### src/rtl/light_sequencer.sv
`default_nettype none
// +--------------------------------------------------------------------------+
// | Module   : light_sequencer                                               |
// | Purpose  : Drives the red/yellow/green phases of the Red Light, Green    |
// |            Light game. GREEN and RED phases last a pseudo-random number  |
// |            of ticks: the 4-bit LFSR value sampled on the entry edge,     |
// |            plus a per-phase minimum. YELLOW has a fixed length.          |
// | Ports    : clk         - system clock (rising edge)                      |
// |            reset       - synchronous, active-high reset                  |
// |            run         - 1 = game active, 0 = force IDLE                 |
// |            lfsr_in     - LFSR output, sampled only on phase entry        |
// |            red/yellow/green - one-hot phase lights, all 0 in IDLE        |
// |            time_left   - ticks remaining in the current phase            |
// |            phase_start - one-cycle pulse on GREEN/RED entry              |
// | Revision : 1.0 - initial release                                         |
// +--------------------------------------------------------------------------+
module light_sequencer #(
    parameter int TICK_DIV     = 50000000,
    parameter int MIN_GREEN    = 2,
    parameter int MIN_RED      = 2,
    parameter int YELLOW_TICKS = 1
) (
    input  logic       clk,
    input  logic       reset,
    input  logic       run,
    input  logic [3:0] lfsr_in,
    output logic       red,
    output logic       yellow,
    output logic       green,
    output logic [5:0] time_left,
    output logic       phase_start
);

    localparam int                 c_PRE_W      = $clog2(TICK_DIV);
    localparam logic [c_PRE_W-1:0] c_TICK_LAST  = c_PRE_W'(TICK_DIV - 1);
    localparam logic [5:0]         c_MIN_GREEN  = 6'(MIN_GREEN);
    localparam logic [5:0]         c_MIN_RED    = 6'(MIN_RED);
    localparam logic [5:0]         c_YELLOW     = 6'(YELLOW_TICKS);

    typedef enum logic [1:0] {
        S_IDLE   = 2'd0,
        S_GREEN  = 2'd1,
        S_YELLOW = 2'd2,
        S_RED    = 2'd3
    } state_t;

    state_t             r_state;
    state_t             w_state_nx;
    logic [c_PRE_W-1:0] r_prescaler;
    logic [c_PRE_W-1:0] w_pre_nx;
    logic [5:0]         r_time_left;
    logic [5:0]         w_tl_nx;
    logic               w_ps_nx;
    logic               w_tick;
    logic [5:0]         w_lfsr_ext;
    logic               r_red;
    logic               r_yellow;
    logic               r_green;
    logic               r_phase_start;

    assign w_tick     = (r_prescaler == c_TICK_LAST);
    // MIN <= 48 and lfsr_in <= 15, so the 6-bit sum cannot overflow.
    assign w_lfsr_ext = {2'b00, lfsr_in};

    always_comb begin
        w_state_nx = r_state;
        w_pre_nx   = r_prescaler;
        w_tl_nx    = r_time_left;
        w_ps_nx    = 1'b0;

        if (!run) begin
            // Dropping run aborts any phase immediately; nothing completes.
            w_state_nx = S_IDLE;
            w_pre_nx   = '0;
            w_tl_nx    = '0;
        end else begin
            case (r_state)
                S_IDLE: begin
                    w_state_nx = S_GREEN;
                    w_pre_nx   = '0;
                    w_tl_nx    = c_MIN_GREEN + w_lfsr_ext;
                    w_ps_nx    = 1'b1;
                end
                default: begin
                    if (w_tick) begin
                        w_pre_nx = '0;
                        if (r_time_left == 6'd1) begin
                            // Last tick of the phase: enter the next one on
                            // this same edge, with no gap cycle.
                            case (r_state)
                                S_GREEN: begin
                                    w_state_nx = S_YELLOW;
                                    w_tl_nx    = c_YELLOW;
                                end
                                S_YELLOW: begin
                                    w_state_nx = S_RED;
                                    w_tl_nx    = c_MIN_RED + w_lfsr_ext;
                                    w_ps_nx    = 1'b1;
                                end
                                default: begin
                                    w_state_nx = S_GREEN;
                                    w_tl_nx    = c_MIN_GREEN + w_lfsr_ext;
                                    w_ps_nx    = 1'b1;
                                end
                            endcase
                        end else begin
                            w_tl_nx = r_time_left - 6'd1;
                        end
                    end else begin
                        w_pre_nx = r_prescaler + c_PRE_W'(1);
                    end
                end
            endcase
        end
    end

    always_ff @(posedge clk) begin
        if (reset) begin
            r_state       <= S_IDLE;
            r_prescaler   <= '0;
            r_time_left   <= '0;
            r_red         <= 1'b0;
            r_yellow      <= 1'b0;
            r_green       <= 1'b0;
            r_phase_start <= 1'b0;
        end else begin
            r_state       <= w_state_nx;
            r_prescaler   <= w_pre_nx;
            r_time_left   <= w_tl_nx;
            // Lights are decoded from the next state so they change on the
            // same edge as the state register.
            r_red         <= (w_state_nx == S_RED);
            r_yellow      <= (w_state_nx == S_YELLOW);
            r_green       <= (w_state_nx == S_GREEN);
            r_phase_start <= w_ps_nx;
        end
    end

    assign red         = r_red;
    assign yellow      = r_yellow;
    assign green       = r_green;
    assign time_left   = r_time_left;
    assign phase_start = r_phase_start;

endmodule
`default_nettype wire

### config.mk
export PLATFORM = sky130hd
export DESIGN_NAME = light_sequencer
export DESIGN_NICKNAME = d
export VERILOG_FILES = /design/src/rtl/light_sequencer.sv
export SDC_FILE = /design/constraint.sdc
export NUM_CORES = 1
export LEC_CHECK = 0
export CAP_MARGIN = 20
export CORE_MARGIN = 4
export CORE_UTILIZATION = 25
export DETAILED_ROUTE_END_ITERATION = 8
export GPL_ROUTABILITY_DRIVEN = 0
export MAX_ROUTING_LAYER = met4
export SYNTH_ARGS = -nofsm -noshare
export SYNTH_HDL_FRONTEND = slang
export SYNTH_SLANG_ARGS = --single-unit
### constraint.sdc
create_clock -name clk -period 1.8 [get_ports clk]
set_input_delay 0.36 -clock clk [delete_from_list [all_inputs] [get_ports clk]]
set_output_delay 0.36 -clock clk [all_outputs]
set_load 0.05 [all_outputs]
==> results of run 1 <==
## registers in the layout, indices dropped and copies added (netlist names)
| register | flops |
|---|---|
| r_prescaler | 26 |
| time_left | 6 |
| r_state | 2 |
| green | 1 |
| phase_start | 1 |
| red | 1 |
| yellow | 1 |
## kinds of logic (layout without fill, tap and decap cells)
| logic type | Yosys count | after routing | share of synthesized area |
|---|---|---|---|
| flip-flops | 38 | 38 | 0.395 |
| adder cells (fa/ha/maj) | 7 | 7 | 0.0455 |
| AO/OA/AOI/OAI | 21 | 21 | 0.0825 |
| buffers and inverters | 18 | 73 | 0.0403 |
| AND/OR/NAND/NOR | 112 | 112 | 0.309 |
| XOR/XNOR | 27 | 27 | 0.123 |
| multiplexers | 1 | 1 | 0.00520 |
## synthesized netlist by cell type, types with 2 or more instances
master    number  area share
buf_2          2      0.0052
xor2_1        17       0.077
inv_1         11       0.021
clkbuf_1       3      0.0058
ha_1           7       0.045
xnor2_1       10       0.045
nor2_1        36       0.070
nor4_4         2       0.022
nand4_1        9       0.029
nand2_1       11       0.021
a31o_2         2      0.0091
nor2b_1        2      0.0065
nor3_1         8       0.021
dfxtp_1       38        0.39
a21oi_1        5       0.013
nor4_1         3      0.0097
nand3_1       21       0.055
or3_1          2      0.0065
o32ai_1        3       0.014
and3_1         6       0.019
and2_1         2      0.0065
nand2b_1       4       0.013
## worst max-delay path, stage by stage (launching register included)
cell and delay (ps):
dfxtp_2 330, or4b_4 540, nor4_4 230, buf_4 190, nand4_1 120, a211oi_2 240, and3_1 190
## routing by layer
layer  vias to the layer above  routed length (um)
met4                         0                  78
met1                       851                2120
met5                         -                   0
met3                         4                 166
li1                        896                   -
met2                        26                2190
## report_power, final
group / internal, mW / leakage [nW] / switching, mW
registers: 0.851 / 0.312 / 0.0108
logic: 0.0751 / 0.629 / 0.101
clock network: 0.388 / 0.0555 / 0.307
## repair_timing
action	4_1_cts	5_1_grt
pin swaps	3	9
resized for setup	7	21
setup buffers	2	4
setup endpoints to repair	32	38
## worst max path at each step
stage                               from      endpoint  slack (ps)  cells past startpoint
final                     r_prescaler[9]           red         -90                      6
after global placement    r_prescaler[0]        yellow         -40                      7
after global routing      r_prescaler[9]           red        -250                      6
after detailed placement  r_prescaler[1]           red        -100                      7
after CTS                 r_prescaler[9]           red         -90                      6
after floorplan           r_prescaler[9]  time_left[4]        -160                      6
## cell usage in the layout (no fill, tap or decap), drive strengths merged, types with 2 or more instances in the layout
cell,instances
nor2,36
nor3,8
buf,49
clkdlybuf4s50,6
clkbuf,7
and3,6
and2,2
nor2b,2
o32ai,3
inv,11
nand2,11
a211oi,2
ha,7
nand2b,4
a21oi,5
nand3,21
dfxtp,38
xnor2,10
xor2,17
or3,2
a31o,2
nor4,5
nand4,9
## cell type report
class	instances	area, sq um
well taps	99	124
fillers	777	4690
flip-flops and latches	38	774
inverters	11	41.3
repair buffers	55	452
clock buffers	7	108
multi-input cells	168	1180
## stage by stage
stage               cells  instance area [sq um]  power [mW]
floorplan             224                   1940       0.990
global placement      366                   2410        1.05
detailed placement    366                   2410        1.05
CTS                   375                   2560        1.74
global route          378                   2680        1.79
finish                378                   2680        1.73
==> flow_summary_export.csv, run 1 <==
group,metric,value,unit
global_route,grt_pass1_wl,7.35,mm
synth,synth_edf_count,0,
synth,syn_inst,224,
hold_path,min_path_cells,2,
global_route,antenna_found_initial,0,
synth,yosysSeqAreaShare,0.395,
timing,fmax,0.530,GHz
global_route,gr-usage-met3,0.0313,
job,maxCapViolCount,0,
synth,synth_nets,238,
route,drtIter0Drc,94,
synth,synth_ff_type,"dfxtp_1",
critical_path,crit_arrival,2120,ps
hold_path,holdPathEnd,"r_prescaler[0]",
timing,holdWs,521,ps
global_route,grt_use_met1,0.129,
synth,synth_area_per_cell,8.60,sq um
power,powerDensity,648,nW/um^2
timing,fin_skew,9.44,ps
timing,hold_violations,0,
cts,cts.sinks,38,
hold_path,worstHoldPathType,"flip-flop to flip-flop",
cts,hold_buffers,0,
timing,slew_viol_final,0,
timing,tns,-315,ps
die,ioPinCount,17,
synth,netlist_area,1930,sq um
timing,finalCriticalPeriod,1890,ps
die,core,7370,sq um
timing,fin_ws,-88.2,ps
cts,numCtsBuffers,5,
synth,ys_ff_latch,38,
timing,tightest_slew,303,ps
place,dp_hpwl,3.24,mm
critical_path,cp-end-kind,"flip-flop",
route,remaining_drc_errors,0,
critical_path,rr_startpoint,"r_prescaler[9]",
global_route,grt_max_degree,26,
route,via_per_inst,4.70,
die,dieWidth,95.8,um
critical_path,crit_type,"flip-flop to flip-flop",
power,total_leakage_power,0.996,nW
critical_path,crit_path_start_kind,"flip-flop",
route,routedWlPerCell,12.1,um
run_status,failed_checks,"setup timing",
cts,htreeDepth,2,
global_route,grt_overflow,0,
critical_path,reg2reg_to,"red",
timing,fin_crit_sh,1.05,
global_route,grtUsageTotal,0.107,
finish,nets,293,
synth,yosys_warnings,0,
die,die_y,95.8,um
timing,grt_setup_unrepaired,"yes",
cts,worstSkewPairLatency,290,ps
power,ir_drop,273,uV
finish,drive_above_1_share,0.297,
cts,cts_tree,"built",
synth,synthArstFlopShare,0,
synth,synth_cell_types,42,
cts,cts_buffer_depth,2,
route,routed_wl,4.56,mm
critical_path,reg2reg_depth,6,
place,dp_slack,-96.8,ps
die,die_area,9180,sq um
route,postRouteAntennaNets,0,
global_route,grt_use_met2,0.162,
finish,post-route-util,0.363,
cts,clk_pin_slew,80,ps
global_route,grt_busiest_layer,"met2",
global_route,grt_pass1_vias,1623,
run_status,status,"complete, but fails checks",
cts,cts_root_buf,"clkbuf_8",
finish,antenna_cells,0,
route,dr.pass1.iters,4,
hold_path,hp-start,"r_prescaler[0]",
timing,max-slew-margin-rel,0.796,
die,start_util,0.261,
place,place.port_buffers,16,
route,vias,1777,
critical_path,r2r_setup_slack,-90,ps
critical_path,crit_required,2030,ps
finish,syn_to_final_growth,38.8,%
critical_path,path_max_fanout,4,
die,rows,31,
timing,setup_violations,5,
(Power assumes the default switching activity.)
==> inputs of run 2 (changes only) <==
--- a/config.mk
+++ b/config.mk
@@ -6,11 +6,12 @@
 export NUM_CORES = 1
 export LEC_CHECK = 0
 export CAP_MARGIN = 20
+export CORE_ASPECT_RATIO = 0.9
 export CORE_MARGIN = 4
 export CORE_UTILIZATION = 25
 export DETAILED_ROUTE_END_ITERATION = 8
 export GPL_ROUTABILITY_DRIVEN = 0
-export MAX_ROUTING_LAYER = met4
+export SKIP_LAST_GASP = 1
 export SYNTH_ARGS = -nofsm -noshare
 export SYNTH_HDL_FRONTEND = slang
 export SYNTH_SLANG_ARGS = --single-unit
==> flow_summary_export.csv, run 2 (synthesis results as in run 1) <==
group,metric,value,unit
power,ir_drop,244,uV
finish,postLayoutCellArea,2590,sq um
finish,final_cell_mix,"buf_4 (46), nor2_1 (36), dfxtp_1 (32)",
power,p_seq_frac,0.500,
cts,numCtsBuffers,5,
power,p_total,1.72,mW
route,drtIter0Drc,91,
critical_path,cp-end-kind,"flip-flop",
route,top_layer_used,"met4",
run_status,status,"complete, but fails checks",
critical_path,crit_required,2030,ps
cts,cts_buffer_depth,2,
power,clockPowerShare,0.398,
die,die_y,91.3,um
critical_path,path_max_fanout,4,
finish,num-fill-cells,780,
job,maxCapViolCount,0,
timing,slew_viol_final,0,
cts,clk_pin_slew,80,ps
cts,htreeDepth,2,
critical_path,crit_path_start_kind,"flip-flop",
route,postRouteAntennaNets,0,
timing,grt_setup_unrepaired,"yes",
power,powerDensity,664,nW/um^2
power,total_leakage_power,0.982,nW
critical_path,crit_slowest_cell,"or4b_4",
global_route,antenna_found_initial,0,
finish,seq_area,771,sq um
finish,largest-register,"r_prescaler",
critical_path,critical_path.top_delay_family,"simple AND/OR/NAND/NOR gates",
timing,hold_violations,0,
route,remaining_drc_errors,0,
critical_path,max_stage_delay,540,ps
route,dr.pass1.iters,4,
power,p_int,1.31,mW
timing,fin_crit_sh,1.03,
timing,fin_ws,-61.2,ps
cts,cts.sinks,38,
global_route,grtUsageTotal,0.0958,
die,ioPinCount,17,
cts,cts_root_buf,"clkbuf_8",
global_route,grt_max_degree,26,
critical_path,crit_arrival,2090,ps
cts,cts_tree,"built",
power,switching_share,0.237,
cts,hold_buffers,0,
finish,multi_input_comb_area,1130,sq um
critical_path,crit_type,"flip-flop to flip-flop",
finish,nets,291,
route,drt-met1-wl,2.24,mm
global_route,grt_pass1_wl,7.29,mm
finish,drive_above_1_share,0.264,
die,die_area,9180,sq um
critical_path,cp.buffers_inverters,1,
timing,fin_skew,5.71,ps
hold_path,worstHoldPathType,"flip-flop to flip-flop",
power,p_sw,0.408,mW
route,met2RoutedLength,1.91,mm
timing,finalCriticalPeriod,1860,ps
power,power.share.combinational,0.102,
cts,worstSkewPairLatency,290,ps
timing,setup_violations,3,
place,dp_hpwl,3.20,mm
die,core,7510,sq um
die,rows,30,
timing,tns,-148,ps
finish,layout_commonest_cell,"buf_4",
die,dieWidth,101,um
route,routedWlPerCell,11.5,um
global_route,grt_overflow,0,
finish,largest_register_ffs,26,
place,place.port_buffers,16,
place,detailed_place.area,2420,sq um
route,via_per_inst,4.58,
route,vias,1710,
die,start_util,0.257,
timing,max-slew-margin-rel,0.594,
critical_path,worstPathCellList,"or4b_4, nor4_4, buf_4, nand4_1, a211oi_2, a21boi_1",
timing,fmax,0.537,GHz
global_route,grt_pass1_vias,1584,
route,routed_wl,4.30,mm
route,wl_met3,103,um
finish,syn_to_final_growth,34.5,%
run_status,failed_checks,"setup timing",
finish,antenna_cells,0,
timing,tightest_slew,609,ps
==> run 2: worst register-to-register path, stage by stage (launching register included) <==
cell and delay [ps]:
dfxtp_1 320, or4b_4 540, nor4_4 220, buf_4 190, nand4_1 120, a211oi_2 250
a21boi_1 170
==> run 2: metrics by stage <==
stage / hold slack [ps] / setup slack [ps] / std cells / utilization
2_1_floorplan: 418 / -164 / 224 / -
3_3_place_gp: 498 / -86.3 / 365 / 0.323
3_5_place_dp: 512 / -85.4 / 365 / 0.323
4_1_cts: 530 / -50.2 / 373 / 0.340
5_1_grt: 546 / -202 / 373 / 0.345
6_report: 525 / -61.2 / 373 / 0.345
==> run 2: what timing repair did <==
item / CTS / global route
pin swaps: 4 / 1
endpoints found under the setup margin: 5 / 37
gates resized for setup: 2 / 9
setup buffers: 1 / 0
==> run 2: path summary, 6_finish.rpt <==
kind                  startpoint           end  slack (ps)  depth (start not counted)
setup reg to reg  r_prescaler[9]        yellow         -60                          6
hold / removal      time_left[1]  time_left[1]         530                          2
setup / recovery  r_prescaler[9]        yellow         -60                          6
hold reg to reg     time_left[1]  time_left[1]         530                          2
==> run 2: power by group through the flow <==
| stage | clock [mW] | combinational [mW] | sequential [mW] |
|---|---|---|---|
| after floorplan | 0 | 0.0825 | 0.907 |
| after global placement | 0 | 0.168 | 0.880 |
| after detailed placement | 0 | 0.169 | 0.880 |
| after CTS | 0.712 | 0.172 | 0.860 |
| after global routing | 0.742 | 0.191 | 0.862 |
| final | 0.685 | 0.175 | 0.861 |
==> run 2: metal layers <==
layer,vias up,track usage
li1,888,-
met1,795,0.138
met2,22,0.142
met3,5,0.0207
met4,0,0.0269
met5,-,0
==> run 2: final cells by class <==
type                            count  area share
Timing Repair Buffer               53       0.162
Tap cell                           96      0.0464
Inverter                           11      0.0159
Sequential cell                    38       0.297
Multi-Input combinational cell    168       0.437
Clock buffer                        7      0.0415
